--- config.mk ---
export PLATFORM = sky130hd
export DESIGN_NAME = alu_seq_exec
export DESIGN_NICKNAME = d
export VERILOG_FILES = /design/src/rtl/alu_seq_exec.sv
export SDC_FILE = /design/constraint.sdc
export NUM_CORES = 1
export LEC_CHECK = 0
export ABC_AREA = 1
export BUFFER_PORTS_ARGS = -buffer_cell sky130_fd_sc_hd__buf_4
export CAP_MARGIN = 20
export CORE_MARGIN = 3
export CORE_UTILIZATION = 54
export CTS_CLUSTER_SIZE = 8
export DETAILED_ROUTE_END_ITERATION = 7
export GPL_ROUTABILITY_DRIVEN = 0
export PLACE_DENSITY = 0.87
export SYNTH_ARGS = -nofsm -noshare
export SYNTH_HDL_FRONTEND = slang
export SYNTH_SLANG_ARGS = --single-unit
--- constraint.sdc ---
create_clock -name clk -period 1.9 [get_ports clk]
set_input_delay 0.095 -clock clk [delete_from_list [all_inputs] [get_ports clk]]
set_output_delay 0.095 -clock clk [all_outputs]
set_load 0.02 [all_outputs]
--- src/rtl/alu_seq_exec.sv ---
// Sequential RISC-V execute unit: one-cycle logic/arith/compare, iterative 1-bit/cycle shifts.
// Define ALU_FAST_SHIFT_EN to replace the iterative shifter with a single-cycle barrel shifter.
module alu_seq_exec #(
   parameter int unsigned XLEN = 32
) (
   input  logic            clk,
   input  logic            rst_n,
   input  logic            in_valid,
   output logic            in_ready,
   input  logic [3:0]      control_in,
   input  logic [XLEN-1:0] op_a,
   input  logic [XLEN-1:0] op_b,
   output logic            out_valid,
   input  logic            out_ready,
   output logic [XLEN-1:0] result,
   output logic            zero,
   output logic            illegal,
   output logic            busy
);

   localparam int unsigned SHAMT_W = $clog2(XLEN);

   localparam logic [3:0] OP_ADD  = 4'b0000;
   localparam logic [3:0] OP_SUB  = 4'b0001;
   localparam logic [3:0] OP_XOR  = 4'b0010;
   localparam logic [3:0] OP_OR   = 4'b0011;
   localparam logic [3:0] OP_AND  = 4'b0100;
   localparam logic [3:0] OP_SLL  = 4'b0101;
   localparam logic [3:0] OP_SRL  = 4'b0110;
   localparam logic [3:0] OP_SRA  = 4'b0111;
   localparam logic [3:0] OP_SLT  = 4'b1000;
   localparam logic [3:0] OP_SLTU = 4'b1001;

   typedef enum logic [1:0] {
      ST_IDLE  = 2'd0,
      ST_SHIFT = 2'd1,
      ST_HOLD  = 2'd2
   } state_e;

   state_e              state_q, state_d;
   logic [XLEN-1:0]     res_q, res_d;
   logic                zero_q, zero_d;
   logic                illegal_q, illegal_d;
   logic                out_valid_q, out_valid_d;
   logic                busy_q, busy_d;
   logic [XLEN-1:0]     work_q, work_d;
   logic [SHAMT_W-1:0]  cnt_q, cnt_d;
   logic [1:0]          shop_q, shop_d;

   logic [SHAMT_W-1:0]  shamt_c;
   logic                is_shift_c;
   logic                accept_c;
   logic [XLEN-1:0]     alu_res_c;
   logic                alu_ill_c;
   logic [XLEN-1:0]     work_shift_c;

   assign shamt_c    = op_b[SHAMT_W-1:0];
   assign is_shift_c = (control_in == OP_SLL) || (control_in == OP_SRL) || (control_in == OP_SRA);
   assign in_ready   = (state_q == ST_IDLE) || ((state_q == ST_HOLD) && out_ready);
   assign accept_c   = in_valid && in_ready;

   // Single-cycle result for every op; iterative shifts only use it when shamt is zero.
   always_comb begin
      alu_res_c = '0;
      alu_ill_c = 1'b0;
      case (control_in)
         OP_ADD:  alu_res_c = op_a + op_b;
         OP_SUB:  alu_res_c = op_a - op_b;
         OP_XOR:  alu_res_c = op_a ^ op_b;
         OP_OR:   alu_res_c = op_a | op_b;
         OP_AND:  alu_res_c = op_a & op_b;
`ifdef ALU_FAST_SHIFT_EN
         OP_SLL:  alu_res_c = op_a << shamt_c;
         OP_SRL:  alu_res_c = op_a >> shamt_c;
         OP_SRA:  alu_res_c = XLEN'($signed(op_a) >>> shamt_c);
`else
         OP_SLL:  alu_res_c = op_a;
         OP_SRL:  alu_res_c = op_a;
         OP_SRA:  alu_res_c = op_a;
`endif
         OP_SLT:  alu_res_c = XLEN'($signed(op_a) < $signed(op_b));
         OP_SLTU: alu_res_c = XLEN'(op_a < op_b);
         default: alu_ill_c = 1'b1;
      endcase
   end

   // One-bit step of the working register; shop holds control_in[1:0] of the shift.
   always_comb begin
      case (shop_q)
         2'b01:   work_shift_c = work_q << 1;
         2'b10:   work_shift_c = work_q >> 1;
         default: work_shift_c = {work_q[XLEN-1], work_q[XLEN-1:1]};
      endcase
   end

   always_comb begin
      state_d   = state_q;
      res_d     = res_q;
      zero_d    = zero_q;
      illegal_d = illegal_q;
      work_d    = work_q;
      cnt_d     = cnt_q;
      shop_d    = shop_q;
      case (state_q)
         ST_IDLE, ST_HOLD: begin
            if (accept_c) begin
`ifdef ALU_FAST_SHIFT_EN
               if (1'b0) begin
`else
               if (is_shift_c && (shamt_c != '0)) begin
`endif
                  state_d = ST_SHIFT;
                  work_d  = op_a;
                  cnt_d   = shamt_c;
                  shop_d  = control_in[1:0];
               end else begin
                  state_d   = ST_HOLD;
                  res_d     = alu_res_c;
                  zero_d    = (alu_res_c == '0);
                  illegal_d = alu_ill_c;
               end
            end else if (state_q == ST_HOLD && out_ready) begin
               state_d = ST_IDLE;
            end
         end
         ST_SHIFT: begin
            work_d = work_shift_c;
            cnt_d  = cnt_q - SHAMT_W'(1);
            if (cnt_q == SHAMT_W'(1)) begin
               state_d   = ST_HOLD;
               res_d     = work_shift_c;
               zero_d    = (work_shift_c == '0);
               illegal_d = 1'b0;
            end
         end
         default: state_d = ST_IDLE;
      endcase
      out_valid_d = (state_d == ST_HOLD);
`ifdef ALU_FAST_SHIFT_EN
      busy_d = 1'b0;
`else
      busy_d = (state_d == ST_SHIFT);
`endif
   end

   always_ff @(posedge clk or negedge rst_n) begin
      if (!rst_n) begin
         state_q     <= ST_IDLE;
         res_q       <= '0;
         zero_q      <= 1'b0;
         illegal_q   <= 1'b0;
         out_valid_q <= 1'b0;
         busy_q      <= 1'b0;
         work_q      <= '0;
         cnt_q       <= '0;
         shop_q      <= '0;
      end else begin
         state_q     <= state_d;
         res_q       <= res_d;
         zero_q      <= zero_d;
         illegal_q   <= illegal_d;
         out_valid_q <= out_valid_d;
         busy_q      <= busy_d;
         work_q      <= work_d;
         cnt_q       <= cnt_d;
         shop_q      <= shop_d;
      end
   end

   assign out_valid = out_valid_q;
   assign result    = res_q;
   assign zero      = zero_q;
   assign illegal   = illegal_q;
   assign busy      = busy_q;

endmodule

==> results of run 1 <==
==> layer usage <==
layer / overflow / GRT usage, %
met1: 1 / 66.6
met2: 48 / 83.6
met3: 0 / 55.7
met4: 39 / 68.4
met5: 0 / 27.3
==> kinds of logic after synthesis <==
kind of cell,Yosys count
and+or+nand+nor,987
xor gates and xnor gates,4
adders and majority gates,119
buffers and inverters,446
DFF,77
AOI/OAI and AO/OA,258
==> repair_timing <==
action,CTS
cloned,1
hold buffers,1
endpoints found under the hold margin,33
buffers inserted,11
gates resized for setup,93
setup endpoints to repair,20
pin swaps,25
==> stage by stage <==
stage          worst slack, ns  instances
4_1_cts                 -0.282       2591
3_3_place_gp            -0.743       2566
2_1_floorplan          0.00242       1891
3_5_place_dp            -0.816       2566
==> results.json, run 1 <==
{
  "post_synth.cell_area_avg_um2": 5.97,
  "track_usage_pct": 68.3,
  "synth.mux.area_fraction_pct": 0,
  "cts_made_buffers": 9,
  "boundaryPins": 109,
  "fraction_of_post_synthesis_cell_area_in_the_top_cell_type_by_area_pct": 17.2,
  "synth-xor-area-share_pct": 0.310,
  "seq_area_frac_synth_pct": 17.1,
  "library_cells_used_by_synthesis": 46,
  "synth.area.top_cells": "sky130_fd_sc_hd__nand2_1, sky130_fd_sc_hd__dfrtp_1, sky130_fd_sc_hd__ha_1",
  "syn_area_um2": 11300,
  "floorplan.die.height_um": 151,
  "cts-root-buf": "sky130_fd_sc_hd__clkbuf_16",
  "clock_tree.htree_level_count": 3,
  "clkSinkCount": 77,
  "synth-main-ff-cell": "sky130_fd_sc_hd__dfrtp_1",
  "postGrtWorstEndpoint": "zero$_DFFE_PN0P_/D",
  "synthesis.yosys.warnings": 0,
  "clockBufferDepth": 2,
  "portBuffers": 108,
  "outcome.stop_stage": "global routing (5_1_grt)",
  "floorplan.rows": 52,
  "post-dp-hpwl_um": 37000,
  "synth_nets": 2082,
  "post_synth_inst_count": 1891,
  "placed_cell_area_um2": 14900,
  "postSynthRegisterBits": 77,
  "adder_cell_share_of_the_synthesized_area_pct": 13.3,
  "synth_enable_flop_cells": 0,
  "dominant_combinational_cell_family_by_area_after_synthesis": "simple AND/OR/NAND/NOR gates",
  "outcome": "did not finish",
  "synthTopCellsByCount": "sky130_fd_sc_hd__nand2_1, sky130_fd_sc_hd__inv_1, sky130_fd_sc_hd__nor2_1",
  "starting_density_of_the_core_pct": 55.4,
  "most_area_hungry_cell_type_in_the_yosys_netlist": "sky130_fd_sc_hd__nand2_1",
  "synth_most_common_cell": "sky130_fd_sc_hd__nand2_1",
  "die_width_um": 151,
  "grt.overflow.total": 88,
  "ys_async_sr_fraction_pct": 100,
  "grt_max_degree": 46,
  "flow.first_error": "[ERROR GRT-0232] Routing congestion too high. Check the congestion heatmap in the GUI.",
  "synth_simple_gate_area_share_pct": 38.2,
  "worstEndpointType": "register input",
  "post_synthesis_compound_gate_area_fraction_pct": 14.2
}
==> run 2, diff against run 1 <==
--- a/config.mk
+++ b/config.mk
@@ -9,11 +9,10 @@
 export BUFFER_PORTS_ARGS = -buffer_cell sky130_fd_sc_hd__buf_4
 export CAP_MARGIN = 20
 export CORE_MARGIN = 3
-export CORE_UTILIZATION = 54
-export CTS_CLUSTER_SIZE = 8
+export CORE_UTILIZATION = 39
 export DETAILED_ROUTE_END_ITERATION = 7
 export GPL_ROUTABILITY_DRIVEN = 0
-export PLACE_DENSITY = 0.87
+export PLACE_DENSITY_LB_ADDON = 0.15
 export SYNTH_ARGS = -nofsm -noshare
 export SYNTH_HDL_FRONTEND = slang
 export SYNTH_SLANG_ARGS = --single-unit
==> constraint.sdc (replaced) <==
create_clock -name clk -period 2.45 [get_ports clk]
set_input_delay 0.1225 -clock clk [delete_from_list [all_inputs] [get_ports clk]]
set_output_delay 0.1225 -clock clk [all_outputs]
set_load 0.02 [all_outputs]
==> run 2 against run 1 <==
  * The flow now finishes, with violations (setup timing)
  * Synthesized cell count did not move
  * Synthesized area did not move
==> results.json, run 2 <==
{
  "critPathLaunch": "shop_q[0]$_DFFE_PN0P_",
  "starting_density_of_the_core_pct": 40.1,
  "final_min_period_over_clock_period_pct": 101,
  "post-dp-hpwl_um": 39000,
  "min-delay-path-class": "in -> reg",
  "grt_max_degree": 78,
  "cts-root-buf": "sky130_fd_sc_hd__clkbuf_16",
  "antenna-diode-count": 0,
  "clock_tree.htree_level_count": 3,
  "finClkSkew_ns": 0.0139,
  "clkLatencyLatePin_ns": 0.34,
  "power_mw": 7.21,
  "placement.setup.worst_slack_ns": -0.202,
  "syn_area_um2": 11300,
  "cap_violations": 0,
  "worstPathCellList": "inv_1, ha_1, nor2_4, buf_4, o22ai_1, nor4_2, buf_4, nand4_1, nor2_1, a21oi_1, a21oi_2",
  "r2r_slack_ns": -0.03,
  "seq_area_frac_synth_pct": 17.1,
  "hold-path-endpoint": "shop_q[1]$_DFFE_PN0P_",
  "clockBufferDepth": 2,
  "cp_slowest_stage_delay_ns": 0.36,
  "critical_path.endpoint_type": "flip-flop",
  "grt_setup_unrepaired": "true",
  "layout-drive-gt1-share_pct": 22.8,
  "ys_async_sr_fraction_pct": 100,
  "timing.critical_path.mode_cell": "sky130_fd_sc_hd__buf_4",
  "violations_in_the_final_reports": "setup timing",
  "floorplan.die.height_um": 176,
  "postSynthRegisterBits": 77,
  "grt.overflow.total": 0,
  "synth-main-ff-cell": "sky130_fd_sc_hd__dfrtp_1",
  "finalSetupViolCount": 1,
  "route.detailed.wl_per_inst_um": 17.9,
  "maximum_fanout_count_along_the_critical_path": 15,
  "library_cells_used_by_synthesis": 46,
  "crit_required_ns": 2.73,
  "place_inst": 2587,
  "finalWorstSetupSlack_ns": -0.0280,
  "mostFrequentLayoutCells": "sky130_fd_sc_hd__nand2_1, sky130_fd_sc_hd__buf_4, sky130_fd_sc_hd__inv_1, sky130_fd_sc_hd__nor2_1, sky130_fd_sc_hd__nand3_1",
  "synth_nets": 2082,
  "power.density_nw_per_um2": 493,
  "post_synth.cell_area_avg_um2": 5.97,
  "crit_path_top_delay_cell": "sky130_fd_sc_hd__dfrtp_1",
  "setup.worst_path.class": "reg -> reg",
  "hold_depth": 3,
  "reg2reg_depth": 11,
  "vias": 13900,
  "cts_made_buffers": 9,
  "vias_in_the_first_global_route": 13200,
  "hold_path.startpoint": "control_in[1]",
  "via_per_inst": 5.35,
  "synth_enable_flop_cells": 0,
  "portBuffers": 108,
  "floorplan.rows": 61,
  "cp_data_arrival_time_ns": 2.75,
  "maxSlewViolCount": 0,
  "final.setup.tns_ns": -0.0280,
  "outcome": "finished with violations",
  "boundaryPins": 109,
  "most_common_cell_after_layout_fill_and_taps_aside": "sky130_fd_sc_hd__nand2_1",
  "final_cell_count_no_fill": 2603,
  "clkSinkCount": 77,
  "coreArea_um2": 28200,
  "post-route-drc-count": 0,
  "final-hold-violation-count": 0,
  "worst_r2r_endpoint": "zero$_DFFE_PN0P_",
  "most_area_hungry_cell_type_in_the_yosys_netlist": "sky130_fd_sc_hd__nand2_1",
  "synth_most_common_cell": "sky130_fd_sc_hd__nand2_1",
  "post-route-util_pct": 51.9,
  "fraction_of_post_synthesis_cell_area_in_the_top_cell_type_by_area_pct": 17.2,
  "max_freq_mhz": 404,
  "synth.area.top_cells": "sky130_fd_sc_hd__nand2_1, sky130_fd_sc_hd__dfrtp_1, sky130_fd_sc_hd__ha_1",
  "post_synth_inst_count": 1891,
  "max-slew-margin-rel_pct": 58.1,
  "timing_worst_slew_pin_value_ns": 0.628,
  "worst_r2r_startpoint": "shop_q[0]$_DFFE_PN0P_",
  "number_of_buffers_inserted_to_repair_setup_after_cts": 0,
  "antenna_found_initial": 0,
  "fp.dieArea_um2": 31000,
  "drt.antenna.violating_nets": 0,
  "cts_tree": "built",
  "synthTopCellsByCount": "sky130_fd_sc_hd__nand2_1, sky130_fd_sc_hd__inv_1, sky130_fd_sc_hd__nor2_1",
  "die_width_um": 176,
  "detailedRoute.firstPassIterationCount": 6,
  "crit_path_start_kind": "flip-flop",
  "wire_length_of_the_first_global_routing_pass_um": 72600,
  "nets": 2412,
  "synthesis.yosys.warnings": 0,
  "p_leak_nw": 8.13,
  "clkSlewWorstSetupHoldPaths_ns": 0.07,
  "synthToLayoutAreaGrowth_pct": 29.5,
  "track_usage_pct": 29.5,
  "wirelength_um": 46700,
  "drt_iter0_markers": 1625,
  "final.min_clock_period_ns": 2.48,
  "worst_case_vdd_ir_drop_mv": 0.323
}
## run 2: worst max-delay path by stage
stage / end / slack [ns] / cells after the start
after CTS: zero$_DFFE_PN0P_ / 0.009 / 11
after detailed placement: zero$_DFFE_PN0P_ / -0.20 / 18
after global routing: zero$_DFFE_PN0P_ / -0.18 / 11
after floorplan: zero$_DFFE_PN0P_ / 0.46 / 20
after global placement: zero$_DFFE_PN0P_ / -0.31 / 18
final: zero$_DFFE_PN0P_ / -0.03 / 11
## run 2: cells by family (layout without fill, tap and decap cells)
| kind of cell | Yosys count | in the layout | synth area share (%) |
|---|---|---|---|
| adders and majority gates | 119 | 119 | 13.3 |
| xor gates and xnor gates | 4 | 4 | 0.310 |
| buffers and inverters | 446 | 780 | 16.8 |
| DFF | 77 | 77 | 17.1 |
| and+or+nand+nor | 987 | 987 | 38.2 |
| AOI/OAI and AO/OA | 258 | 258 | 14.2 |
## run 2: timing repair
item / 4_1_cts / 5_1_grt
endpoints found under the hold margin: 77 / 0
gates resized for setup: 5 / 7
endpoints found under the setup margin: 1 / 4
hold buffers: 1 / 0
pin swaps: 0 / 1
## run 2: worst max-delay path: cells and delay by family (launching register included)
kind            cells  cell delay (ns)
compound gates      3             0.39
flops               1             0.36
fa+ha+maj           1             0.35
simple gates        4             0.83
buf+inv             3             0.48
## run 2: layer usage
layer  wire length, µm  GRT usage [%]  part of all wire, %  up-vias
met5                 0              0                    0        -
met4              1980           10.8                  4.2        0
met3              3690           2.54                  7.9      132
met2             20700           47.9                   44      701
met1             20200           41.1                   43     6407
li1                  -              -                    -     6698
## run 2: final cells by class
cell class / instances / area, µm²
Fill cell: 2924 / 13500
Multi-Input combinational cell: 1368 / 7520
Sequential cell: 77 / 1930
Timing Repair Buffer: 394 / 3030
Tap cell: 378 / 473
Clock buffer: 10 / 239
Inverter: 371 / 1390
Clock inverter: 5 / 35.0
## run 2: stage by stage
stage,instance area (µm²),hold WS (ns)
4_1_cts,14600,0.0755
6_report,14600,0.0823
3_3_place_gp,14300,0.182
5_1_grt,14600,0.105
3_5_place_dp,14300,0.184
2_1_floorplan,11300,-0.173
## run 2: report_power, final
part	switching (mW)	internal [mW]	total, mW	leakage [nW]
logic	2.43	1.72	4.15	7.07
clock network	0.585	0.712	1.30	0.135
registers	0.161	1.61	1.77	0.925
total	3.18	4.03	7.21	8.13
Note: power is estimated with default switching activity, not from simulation.
==> run 3, diff against run 2 <==
--- a/config.mk
+++ b/config.mk
@@ -12,7 +12,6 @@
 export CORE_UTILIZATION = 39
 export DETAILED_ROUTE_END_ITERATION = 7
 export GPL_ROUTABILITY_DRIVEN = 0
-export PLACE_DENSITY_LB_ADDON = 0.15
 export SYNTH_ARGS = -nofsm -noshare
 export SYNTH_HDL_FRONTEND = slang
 export SYNTH_SLANG_ARGS = --single-unit
==> constraint.sdc (replaced) <==
create_clock -name clk -period 2.25 [get_ports clk]
set_input_delay 0.1125 -clock clk [delete_from_list [all_inputs] [get_ports clk]]
set_output_delay 0.1125 -clock clk [all_outputs]
set_load 0.02 [all_outputs]
==> run 3 against run 2 <==
  * The run now ends clean
  * Via count rose by 1.4%
  * Fmax up 10%
  * Sequential share of layout area decreased by 0.82 points
  * Non-clock buffer count rose by 67
  * Combinational power grew 25%
  * Global-route usage rose by 0.25 points
  * Worst hold slack got worse by 0.018 ns
  * Clock power is 14% higher
  * Critical path type unchanged
  * Largest cell class unchanged
  * Highest routed layer unchanged
==> results.json, run 3 (synthesis gave the netlist of run 2 again) <==
{
  "cap_violations": 0,
  "clkSlewWorstSetupHoldPaths_ns": 0.08,
  "post-route-util_pct": 55.3,
  "synthToLayoutAreaGrowth_pct": 38.1,
  "track_usage_pct": 29.8,
  "finalWorstSetupSlack_ns": 0.00397,
  "cts_tree": "built",
  "die_width_um": 176,
  "wire_length_of_the_first_global_routing_pass_um": 73500,
  "min-delay-path-class": "in -> reg",
  "finalSetupViolCount": 0,
  "floorplan.die.height_um": 176,
  "final.min_clock_period_ns": 2.25,
  "p_leak_nw": 8.53,
  "antenna_found_initial": 0,
  "power_frac_seq_pct": 22.5,
  "power_frac_clock_pct": 17.2,
  "clock_tree.htree_level_count": 3,
  "worst_r2r_startpoint": "shop_q[0]$_DFFE_PN0P_",
  "netSwitchingPower_mw": 3.75,
  "grt_setup_unrepaired": "true",
  "max_freq_mhz": 445,
  "crit_path_start_kind": "flip-flop",
  "coreArea_um2": 28200,
  "layout-drive-gt1-share_pct": 27.6,
  "fp.dieArea_um2": 31000,
  "finClkSkew_ns": 0.0155,
  "power_mw": 8.57,
  "outcome": "complete, no violations",
  "via_per_inst": 5.29,
  "vias_in_the_first_global_route": 13600,
  "timing_worst_slew_pin_value_ns": 0.676,
  "crit_required_ns": 2.53,
  "design_internal_power_mw": 4.82,
  "cts-root-buf": "sky130_fd_sc_hd__clkbuf_16",
  "power.density_nw_per_um2": 550,
  "drt.antenna.violating_nets": 0,
  "mostFrequentLayoutCells": "sky130_fd_sc_hd__nand2_1, sky130_fd_sc_hd__buf_4, sky130_fd_sc_hd__inv_1, sky130_fd_sc_hd__nand3_1, sky130_fd_sc_hd__nor2_1",
  "placement.setup.worst_slack_ns": -0.365,
  "hold_path.startpoint": "control_in[1]",
  "starting_density_of_the_core_pct": 40.1,
  "clockBufferDepth": 2,
  "boundaryPins": 109,
  "floorplan.rows": 61,
  "critical_path.endpoint_type": "flip-flop",
  "final_min_period_over_clock_period_pct": 99.8,
  "detailedRoute.firstPassIterationCount": 8,
  "vias": 14100,
  "most_common_cell_after_layout_fill_and_taps_aside": "sky130_fd_sc_hd__nand2_1",
  "power.share.combinational_pct": 60.3,
  "cts_made_buffers": 9,
  "final-hold-violation-count": 0,
  "critPathLaunch": "shop_q[0]$_DFFE_PN0P_",
  "post-route-drc-count": 0,
  "setup.worst_path.class": "reg -> reg",
  "wirelength_um": 47600,
  "maximum_fanout_count_along_the_critical_path": 6,
  "drt_iter0_markers": 1347,
  "grt.overflow.total": 0,
  "nets": 2479,
  "portBuffers": 108,
  "maxSlewViolCount": 0,
  "worst_case_vdd_ir_drop_mv": 0.406,
  "route.detailed.wl_per_inst_um": 17.8,
  "switching_share_pct": 43.8,
  "clkSinkCount": 77,
  "cp_data_arrival_time_ns": 2.53,
  "max-slew-margin-rel_pct": 55.0,
  "antenna-diode-count": 0,
  "post-dp-hpwl_um": 39400,
  "grt_max_degree": 68,
  "clkLatencyLatePin_ns": 0.35
}
==> run 3: per-stage QoR <==
step	std cells	TNS [ns]	instance area, µm²	hold WS (ns)
6_report	2671	0	15600	0.0638
5_1_grt	2671	-0.0983	15600	0.0737
4_1_cts	2662	-0.0426	15200	0.0354
3_5_place_dp	2641	-2.36	14800	0.185
3_3_place_gp	2641	-1.87	14800	0.185
2_1_floorplan	1891	0	11300	-0.183
==> run 3: layout make-up <==
type | count | area, µm²
clock buffers | 9 | 225
clock inverters | 7 | 63.8
fillers | 2800 | 12600
inverters | 371 | 1390
multi-input cells | 1368 | 7830
flip-flops and latches | 77 | 1930
well taps | 378 | 473
repair buffers | 461 | 3670
==> run 3: critical path, stage by stage (launching register included) <==
cell                        delay [ns]
sky130_fd_sc_hd__dfrtp_1          0.40
sky130_fd_sc_hd__inv_2            0.08
sky130_fd_sc_hd__ha_4             0.21
sky130_fd_sc_hd__nor2_4           0.10
sky130_fd_sc_hd__buf_8            0.14
sky130_fd_sc_hd__o22ai_1          0.13
sky130_fd_sc_hd__a2111oi_4        0.34
sky130_fd_sc_hd__buf_4            0.17
sky130_fd_sc_hd__nand4_1          0.12
sky130_fd_sc_hd__buf_6            0.16
sky130_fd_sc_hd__nor2_4           0.11
sky130_fd_sc_hd__a21oi_4          0.07
sky130_fd_sc_hd__a21oi_2          0.13
==> run 3: repair_timing <==
item	4_1_cts	5_1_grt
endpoints found under the hold margin	45	0
pin swaps	7	19
hold buffers	1	0
setup buffers	3	10
endpoints found under the setup margin	1	9
gates resized for setup	12	75
gates cloned	1	0
==> run 3: final timing paths <==
| check | to | slack [ns] | cells after the start |
|---|---|---|---|
| setup / recovery | zero$_DFFE_PN0P_ | 0.004 | 12 |
| hold / removal | shop_q[1]$_DFFE_PN0P_ | 0.06 | 3 |
| setup reg to reg | zero$_DFFE_PN0P_ | 0.004 | 12 |
| hold reg to reg | result[2]$_DFFE_PN0P_ | 0.49 | 2 |
| max in group asynchronous | result[1]$_DFFE_PN0P_ | 1.28 | 3 |
| min in group asynchronous | result[4]$_DFFE_PN0P_ | 0.36 | 2 |
==> run 3: metal layers <==
metal | wire (µm) | up-vias | global-route usage [%]
li1 | - | 6812 | -
met1 | 20200 | 6499 | 39.5
met2 | 21200 | 688 | 49.1
met3 | 3940 | 132 | 3.96
met4 | 2300 | 0 | 12.0
met5 | 0 | - | 0
==> run 3: power groups by stage <==
| stage | Clock (mW) | Combinational (mW) | Sequential (mW) |
|---|---|---|---|
| floorplan | 0 | 2.31 | 2.07 |
| global placement | 0 | 4.45 | 1.93 |
| detailed placement | 0 | 4.50 | 1.94 |
| CTS | 1.49 | 4.72 | 1.92 |
| global route | 1.54 | 5.58 | 1.96 |
| finish | 1.48 | 5.17 | 1.93 |
